--- src/rtl/div_nrda_fsm.sv ---
// Sequential unsigned divider, one quotient bit per clock, start/ready handshake. Build option DIV_RESTORING_EN selects restoring.
// Latency: N+1 edges after acceptance (non-restoring, with FIX step) or N edges (restoring).
// Backpressure: none; start is sampled only in IDLE, ignored otherwise, ready pulses one cycle in DONE.
module div_nrda_fsm #(
    parameter int N = 8
) (
    input  logic         clk,
    input  logic         reset,
    input  logic         start,
    input  logic [N-1:0] dividend,
    input  logic [N-1:0] divisor,
    output logic [N-1:0] quotient,
    output logic [N-1:0] remainder,
    output logic         ready
);

    localparam int CW = $clog2(N + 1);

`ifdef DIV_RESTORING_EN
    typedef enum logic [1:0] {S_IDLE = 2'd0, S_RUN = 2'd1, S_DONE = 2'd3} state_t;
`else
    typedef enum logic [1:0] {S_IDLE = 2'd0, S_RUN = 2'd1, S_FIX = 2'd2, S_DONE = 2'd3} state_t;
`endif

    state_t        state_q, state_d;
    logic [N:0]    a_q, a_d;
    logic [N-1:0]  q_q, q_d;
    logic [N:0]    m_q, m_d;
    logic [CW-1:0] cnt_q, cnt_d;
    logic [N-1:0]  quot_q, quot_d;
    logic [N-1:0]  rem_q, rem_d;
    logic          rdy_q, rdy_d;

    // One iteration step: A takes the MSB of Q; A's old sign bit falls off (mod 2^(N+1)).
    logic [N:0]    a_sh;
    logic [N:0]    a_it;
    logic [N-1:0]  q_it;

    assign a_sh = {a_q[N-1:0], q_q[N-1]};

`ifdef DIV_RESTORING_EN
    logic [N:0] t_it;
    logic       unused_sign;

    assign t_it        = a_sh - m_q;
    assign a_it        = t_it[N] ? a_sh : t_it;
    assign q_it        = {q_q[N-2:0], ~t_it[N]};
    assign unused_sign = a_q[N];
`else
    logic [N:0] a_fix;

    assign a_it  = a_q[N] ? (a_sh + m_q) : (a_sh - m_q);
    assign q_it  = {q_q[N-2:0], ~a_it[N]};
    assign a_fix = a_q[N] ? (a_q + m_q) : a_q;
`endif

    always_comb begin
        state_d = state_q;
        a_d     = a_q;
        q_d     = q_q;
        m_d     = m_q;
        cnt_d   = cnt_q;
        quot_d  = quot_q;
        rem_d   = rem_q;
        case (state_q)
            S_IDLE: begin
                if (start) begin
                    a_d     = '0;
                    q_d     = dividend;
                    m_d     = {1'b0, divisor};
                    cnt_d   = CW'(N);
                    state_d = S_RUN;
                end
            end
            S_RUN: begin
                a_d   = a_it;
                q_d   = q_it;
                cnt_d = cnt_q - CW'(1);
                if (cnt_q == CW'(1)) begin
`ifdef DIV_RESTORING_EN
                    quot_d  = q_it;
                    rem_d   = a_it[N-1:0];
                    state_d = S_DONE;
`else
                    state_d = S_FIX;
`endif
                end
            end
`ifndef DIV_RESTORING_EN
            S_FIX: begin
                a_d     = a_fix;
                quot_d  = q_q;
                rem_d   = a_fix[N-1:0];
                state_d = S_DONE;
            end
`endif
            S_DONE:  state_d = S_IDLE;
            default: state_d = S_IDLE;
        endcase
        rdy_d = (state_d == S_DONE);
    end

    always_ff @(posedge clk or negedge reset) begin
        if (!reset) begin
            state_q <= S_IDLE;
            a_q     <= '0;
            q_q     <= '0;
            m_q     <= '0;
            cnt_q   <= '0;
            quot_q  <= '0;
            rem_q   <= '0;
            rdy_q   <= 1'b0;
        end else begin
            state_q <= state_d;
            a_q     <= a_d;
            q_q     <= q_d;
            m_q     <= m_d;
            cnt_q   <= cnt_d;
            quot_q  <= quot_d;
            rem_q   <= rem_d;
            rdy_q   <= rdy_d;
        end
    end

    assign quotient  = quot_q;
    assign remainder = rem_q;
    assign ready     = rdy_q;

endmodule

--- config.mk ---
export PLATFORM = sky130hd
export DESIGN_NAME = div_nrda_fsm
export DESIGN_NICKNAME = d
export VERILOG_FILES = /design/src/rtl/div_nrda_fsm.sv
export SDC_FILE = /design/constraint.sdc
export NUM_CORES = 1
export LEC_CHECK = 0
export BUFFER_PORTS_ARGS = -buffer_cell sky130_fd_sc_hd__buf_2
export CAP_MARGIN = 0
export CORE_AREA = 4 4 80 82
export CTS_CLUSTER_DIAMETER = 50
export CTS_CLUSTER_SIZE = 20
export DETAILED_ROUTE_END_ITERATION = 10
export DIE_AREA = 0 0 84 86
export PLACE_DENSITY = 0.82
export SLEW_MARGIN = 20
export SYNTH_ARGS = -nofsm -noshare
export SYNTH_HDL_FRONTEND = slang
export SYNTH_SLANG_ARGS = --single-unit
export TNS_END_PERCENT = 5
--- constraint.sdc ---
create_clock -name clk -period 2.5 [get_ports clk]
set_input_delay 0 -clock clk [delete_from_list [all_inputs] [get_ports clk]]
set_output_delay 0 -clock clk [all_outputs]
set_load 0.01 [all_outputs]
==> reports/metrics.cfg, run 1 <==
[floorplanning]
die_area_um2 = 7220
core_um2 = 5750
pin_count = 36
die_w_um = 84
die_y_um = 86
start_util_pct = 51.9
num_rows = 28

[clocking]
cts.htree.levels = 2
clock-root-buffer = clkbuf_8
cts_made_buffers = 5
clk_latency_ns = 0.31
clk_pin_slew_ns = 0.10
cts_buffer_depth = 2
cts.sinks = 48
cts_tree = done

[global_route]
grt_pass1_wl_mm = 12.1
gr-total-overflow = 0
grt_max_degree = 49
grt_pass1_vias = 2512
gr-usage-all-layers_pct = 20.6
antenna_found_initial = 0

[hold_path]
hp-class = input port to flop

[logic_synthesis]
synth-main-ff-cell = dfrtp_1
netlist_area_um2 = 2980
synth-seq-cells = 48
ys_types = 45
syn_nets = 354
synthCells = 311
post_synth.cell_area_avg_um2 = 9.58
async_reset_ff_share_pct = 100
yosysWarnings = 0
ys_seq_area_share_pct = 40.3
synth_edf_count = 0

[place]
routabilityCongestion = 0.929
dpl_cell_area_um2 = 3300
detailedPlace.worstSlack_ns = 0.0352
hpwl_mm = 5.07
io_buffers = 35

[drt]
ant_nets = 0
via_per_inst = 5.69
vias = 2533
drtIter0Drc = 217
wl_per_cell_um = 16.3
firstDrtPassIters = 4
wirelength_mm = 7.23
drc = 0

[sta]
max_slew.worst_pin.slew_ns = 0.609
finClkSkew_ns = 0.0148
relSlewSlack_pct = 59.4
maxSlewViolCount = 0
tns_ns = 0
finalCriticalPeriod_ns = 2.46
holdWs_ns = -0.00630
finalSetupViolCount = 0
layout_setup_ws_ns = 0.0366
hold_viol = 2
clock.fmax_ghz = 0.406
fin_crit_sh_pct = 98.5
rsz0062_at_grt = yes

[setup_path]
cp_data_arrival_time_ns = 2.66
worstSetupEndpointType = flop
crit_required_ns = 2.70
start_kind = flop
crit_fanout = 2
path_class = flop to flop

[status]
status = finished, violations left
violations = negative hold slack

[pwr]
design_power_total_mw = 5.43
ir_drop_v = 0.000796
power.density_nw_per_um2 = 1520
power_leakage_nw = 1.64

[layout]
fin_nets = 412
drive_gt1_share_pct = 23.5
syn2layout_area_growth_pct = 20.1
fin_area_um2 = 3580
antenna_cells = 0

[flow_run]
maxCapViolations = 0

## timing repair
item                                    CTS  global route
pin swaps                                 0             7
endpoints found under the setup margin    1             4
resized for setup                         1            10
setup buffers                             0             1
hold endpoints to repair                 60             0
hold buffers                             13             0
## kinds of logic after synthesis
logic type,count (synthesis),synth area share [%]
XOR/XNOR,15,4.41
buffers and inverters,25,3.32
flip-flops,48,40.3
AND/OR/NAND/NOR,85,13.3
multiplexers,29,10.5
AO/OA/AOI/OAI,85,17.6
adder cells (fa/ha/maj),24,10.6
## cell usage after synthesis (4+ instances only)
master    count  area, um^2
dfrtp_1      48        1200
nand2_1      33         124
o21ai_0      25         125
a21oi_1      23         115
ha_1         22         275
mux2_2       18         203
nor2_1       18        67.6
inv_1        14        52.6
xor2_1       12         105
mux2i_1      11         110
nor3_1       11        55.1
clkbuf_1      6        22.5
nand3_1       6        30.0
a21o_1        5        37.5
a31oi_1       4        25.0
buf_2         4        20.0
nor2b_1       4        25.0
o21a_1        4        30.0
## metrics by stage
stage | util (%) | cells
final | 62.3 | 445
after global routing | 62.3 | 445
after CTS | 61.5 | 444
after detailed placement | 57.5 | 423
after global placement | 57.5 | 423
after floorplan | - | 311
## sequential cells by signal (all words and copies together), names as in the netlist
signal     flops
a_q            9
m_q            8
q_q            8
quotient       8
remainder      8
cnt_q          4
state_q        2
ready          1
## cell usage in the layout, fill, tap and decap left out, types with 12 or more instances in the layout
master         synthesis  layout
buf_2                  4      34
buf_4                  0      15
nor2_1                18      18
ha_1                  22      21
nand2_1               33      33
mux2_2                18      17
dlygate4sd3_1          0      13
dfrtp_1               48      48
inv_1                 14      12
a21oi_1               23      23
xor2_1                12      12
o21ai_0               25      22
## worst max-delay path, stage by stage (launching register included)
cell	delay [ns]
dfrtp_1	0.40
inv_2	0.08
ha_4	0.20
mux2_4	0.28
fa_2	0.37
a211oi_2	0.28
o21ai_1	0.09
a31oi_1	0.20
xnor2_1	0.11
a221o_1	0.35
## cell type report
type                       instances  area, um^2
sequential                        48        1200
clock inverter                     2        13.8
timing repair buffer              62         413
inverter                          14        52.6
fill                             477        2170
clock buffer                       6        82.6
tap                               75        93.8
multi-input combinational        238        1720
## metal layers
metal  vias up  share of wire [%]  GRT usage (%)
li1       1234                  -              -
met1      1207                 44           27.7
met2        78                 48           33.9
met3        14                5.0           4.13
met4         0                2.1           6.29
met5         -                  0              0
## report_power, final
part	total, mW	switching, mW	internal [mW]
registers	1.44	0.306	1.13
clock network	0.502	0.276	0.227
logic	3.49	1.93	1.56
## worst paths after layout
check / slack, ns / startpoint / cells after the start / to
max: 0.04 / m_q[1]$_DFFE_PN0P_ / 9 / a_q[8]$_DFFE_PN0P_
max reg2reg: 0.04 / m_q[1]$_DFFE_PN0P_ / 9 / a_q[8]$_DFFE_PN0P_
min reg2reg: 0.50 / cnt_q[1]$_DFFE_PN0P_ / 2 / cnt_q[1]$_DFFE_PN0P_
max in group asynchronous: 1.84 / reset / 2 / a_q[7]$_DFFE_PN0P_
min in group asynchronous: 0.24 / reset / 2 / remainder[7]$_DFFE_PN0P_
min: -0.006 / dividend[6] / 3 / q_q[6]$_DFFE_PN0P_
(Power assumes the default switching activity.)
==> inputs of run 2 (changes only) <==
--- a/config.mk
+++ b/config.mk
@@ -7,12 +7,13 @@
 export LEC_CHECK = 0
 export BUFFER_PORTS_ARGS = -buffer_cell sky130_fd_sc_hd__buf_2
 export CAP_MARGIN = 0
-export CORE_AREA = 4 4 80 82
+export CORE_AREA = 3 3 79 81
 export CTS_CLUSTER_DIAMETER = 50
 export CTS_CLUSTER_SIZE = 20
 export DETAILED_ROUTE_END_ITERATION = 10
-export DIE_AREA = 0 0 84 86
+export DIE_AREA = 0 0 82 84
 export PLACE_DENSITY = 0.82
+export SETUP_SLACK_MARGIN = 0.2
 export SLEW_MARGIN = 20
 export SYNTH_ARGS = -nofsm -noshare
 export SYNTH_HDL_FRONTEND = slang
==> run 2 against run 1 <==
Against the previous run: the flow now finishes without violations; worst setup slack better by 0.025 ns; global-route usage is 2.2 points higher; count of clock-buffer cells in the layout is the same; routed wire length down 1.1%; fmax is 1.0% higher; die area down 4.7%; non-clock buffer count fell by 4; critical endpoint unchanged.
==> reports/metrics.cfg, run 2 (synthesis gave the netlist of run 1 again) <==
[hold_path]
holdPathEnd = q_q[1]$_DFFE_PN0P_  ; was q_q[6]$_DFFE_PN0P_
holdPathStages = 3  ; unchanged
hp-class = input port to flop  ; unchanged
hold_start = dividend[1]  ; was dividend[6]

[drt]
ant_nets = 0  ; unchanged
vias = 2553  ; was 2533
wirelength_mm = 7.16  ; was 7.23 mm
drtIter0Drc = 219  ; was 217
via_per_inst = 5.83  ; was 5.69
wl_per_cell_um = 16.3  ; about the same
firstDrtPassIters = 4  ; unchanged
drc = 0  ; unchanged

[clocking]
clock-root-buffer = clkbuf_8  ; unchanged
clk_latency_ns = 0.30  ; was 0.31 ns
cts_tree = done  ; unchanged
clk_pin_slew_ns = 0.09  ; was 0.10 ns
cts_setup_buffers = 0  ; unchanged
cts_made_buffers = 5  ; unchanged
cts_buffer_depth = 2  ; unchanged
cts.htree.levels = 2  ; unchanged
cts.sinks = 48  ; unchanged

[setup_path]
timing.rr.end = a_q[8]$_DFFE_PN0P_  ; unchanged
worstSetupEndpointType = flop  ; unchanged
cp.buffers_inverters = 1  ; unchanged
path_class = flop to flop  ; unchanged
crit_fanout = 3  ; was 2
cpMaxStageDelayCell = dfrtp_1  ; unchanged
path_cells = inv_2 > ha_4 > mux2_4 > fa_2 > a211oi_2 > o21ai_1 > a31oi_2 > xnor2_1 > a221o_1  ; was inv_2 > ha_4 > mux2_4 > fa_2 > a211oi_2 > o21ai_1 > a31oi_1 > xnor2_1 > a221o_1
r2r_slack_ns = 0.06  ; was 0.04 ns
max_stage_delay_ns = 0.40  ; about the same
r2r-start = m_q[1]$_DFFE_PN0P_  ; unchanged
critPathTopFamily = compound AO/OA/AOI/OAI gates  ; unchanged
r2r_cells = 9  ; unchanged
start_kind = flop  ; unchanged
crit_required_ns = 2.69  ; was 2.70 ns
cp_data_arrival_time_ns = 2.63  ; was 2.66 ns

[layout]
final_cell_mix = dfrtp_1 (48), buf_2 (34), nand2_1 (33), o21ai_0 (22), a21oi_1 (22)  ; was dfrtp_1 (48), buf_2 (34), nand2_1 (33), a21oi_1 (23), o21ai_0 (22)
multi_input_area_um2 = 1730  ; was 1720 um^2
ff_latch_area_um2 = 1200  ; unchanged
fin_area_um2 = 3560  ; was 3580 um^2
largest_reg_flops = 9  ; unchanged
drive_gt1_share_pct = 22.7  ; was 23.5%
fin_nets = 408  ; was 412
syn2layout_area_growth_pct = 19.4  ; was 20.1%
finish.utilization_pct = 64.2  ; was 62.3%
layout_commonest_cell = dfrtp_1  ; unchanged
fillers = 470  ; was 477
antenna_cells = 0  ; unchanged
regMostFlops = a_q  ; unchanged

[sta]
finalCriticalPeriod_ns = 2.44  ; was 2.46 ns
finalSetupViolCount = 0  ; unchanged
maxSlewViolCount = 0  ; unchanged
clock.fmax_ghz = 0.410  ; was 0.406 GHz
relSlewSlack_pct = 56.6  ; was 59.4%
rsz0062_at_grt = yes  ; unchanged
hold_viol = 0  ; was 2
tns_ns = 0  ; unchanged
fin_crit_sh_pct = 97.5  ; was 98.5%
max_slew.worst_pin.slew_ns = 0.646  ; was 0.609 ns
finClkSkew_ns = 0.00632  ; was 0.0148 ns

[floorplanning]
die_w_um = 82  ; was 84 um
core_um2 = 5540  ; was 5750 um^2
die_y_um = 84  ; was 86 um
start_util_pct = 53.8  ; was 51.9%
pin_count = 36  ; unchanged
num_rows = 27  ; was 28
die_area_um2 = 6890  ; was 7220 um^2

[global_route]
grt_max_degree = 49  ; unchanged
gr-usage-met3_pct = 4.32  ; was 4.13%
gr-usage-all-layers_pct = 22.8  ; was 20.6%
grt_pass1_wl_mm = 12.3  ; was 12.1 mm
met1_usage_pct = 32.4  ; was 27.7%
antenna_found_initial = 0  ; unchanged
grt.busiest_layer = met2  ; unchanged
gr-total-overflow = 0  ; unchanged
grtUsageMet2_pct = 35.0  ; was 33.9%
grt_pass1_vias = 2533  ; was 2512

[status]
status = finished clean  ; was finished, violations left

[pwr]
p_int_mw = 2.87  ; was 2.92 mW
power_frac_seq_pct = 26.9  ; was 26.5%
ir_drop_v = 0.000814  ; was 0.000796 V
power_leakage_nw = 1.63  ; was 1.64 nW
design_power_total_mw = 5.44  ; was 5.43 mW
power_frac_comb_pct = 63.9  ; was 64.3%
power.density_nw_per_um2 = 1530  ; was 1520 nW/um^2
power_switching_mw = 2.57  ; was 2.52 mW
netSwitchingFraction_pct = 47.2  ; was 46.3%
clockPowerShare_pct = 9.1  ; was 9.2%

[place]
hpwl_mm = 5.10  ; was 5.07 mm
dpl_cell_area_um2 = 3280  ; was 3300 um^2
io_buffers = 35  ; unchanged
routabilityCongestion = 0.911  ; was 0.929

[flow_run]
maxCapViolations = 0  ; unchanged

-- run 2: power groups by stage --
stage	clock (mW)	combinational, mW	sequential (mW)
2_1_floorplan	0	2.40	1.44
3_3_place_gp	0	3.16	1.44
3_5_place_dp	0	3.27	1.46
4_1_cts	0.505	3.32	1.45
5_1_grt	0.544	3.90	1.51
6_report	0.498	3.48	1.46
-- run 2: tightest hold or removal path, cell delays in order --
cell,delay (ns)
buf_2,0.07
mux2i_1,0.05
o21ai_0,0.16
-- run 2: layout make-up --
class,count,area share (%)
clock buffer,6,2.32
clock inverter,2,0.387
inverter,14,1.48
multi-input combinational,238,48.7
sequential,48,33.8
tap,72,2.53
timing repair buffer,58,10.8
-- run 2: timing repair --
item                                   in CTS  in global routing
hold buffers                               13                  0
cloned                                      0                  0
setup endpoints to repair                   4                  7
pin swaps                                   1                  2
endpoints found under the hold margin      60                  0
resized for setup                           1                  9
-- run 2: how the worst max path moves through the flow --
stage	start	to	slack, ns	cells after the start
global placement	m_q[1]$_DFFE_PN0P_	a_q[8]$_DFFE_PN0P_	0.12	9
CTS	m_q[1]$_DFFE_PN0P_	a_q[8]$_DFFE_PN0P_	0.03	9
floorplan	m_q[0]$_DFFE_PN0P_	a_q[8]$_DFFE_PN0P_	0.12	9
finish	m_q[1]$_DFFE_PN0P_	a_q[8]$_DFFE_PN0P_	0.06	9
detailed placement	m_q[1]$_DFFE_PN0P_	a_q[8]$_DFFE_PN0P_	0.06	9
global route	m_q[3]$_DFFE_PN0P_	a_q[8]$_DFFE_PN0P_	-0.09	9
-- run 2: routing by layer --
metal | vias to the layer above | wire length [um]
li1 | 1227 | -
met1 | 1216 | 3180
met2 | 94 | 3330
met3 | 16 | 492
met4 | 0 | 157
met5 | - | 0
-- run 2: stage by stage --
step	cells	hold WS, ns	worst slack [ns]
finish	438	0.0143	0.0616
CTS	438	0.0124	0.0294
floorplan	311	-0.296	0.119
detailed placement	417	0.236	0.0642
global route	438	0.0127	-0.0862
global placement	417	0.231	0.116
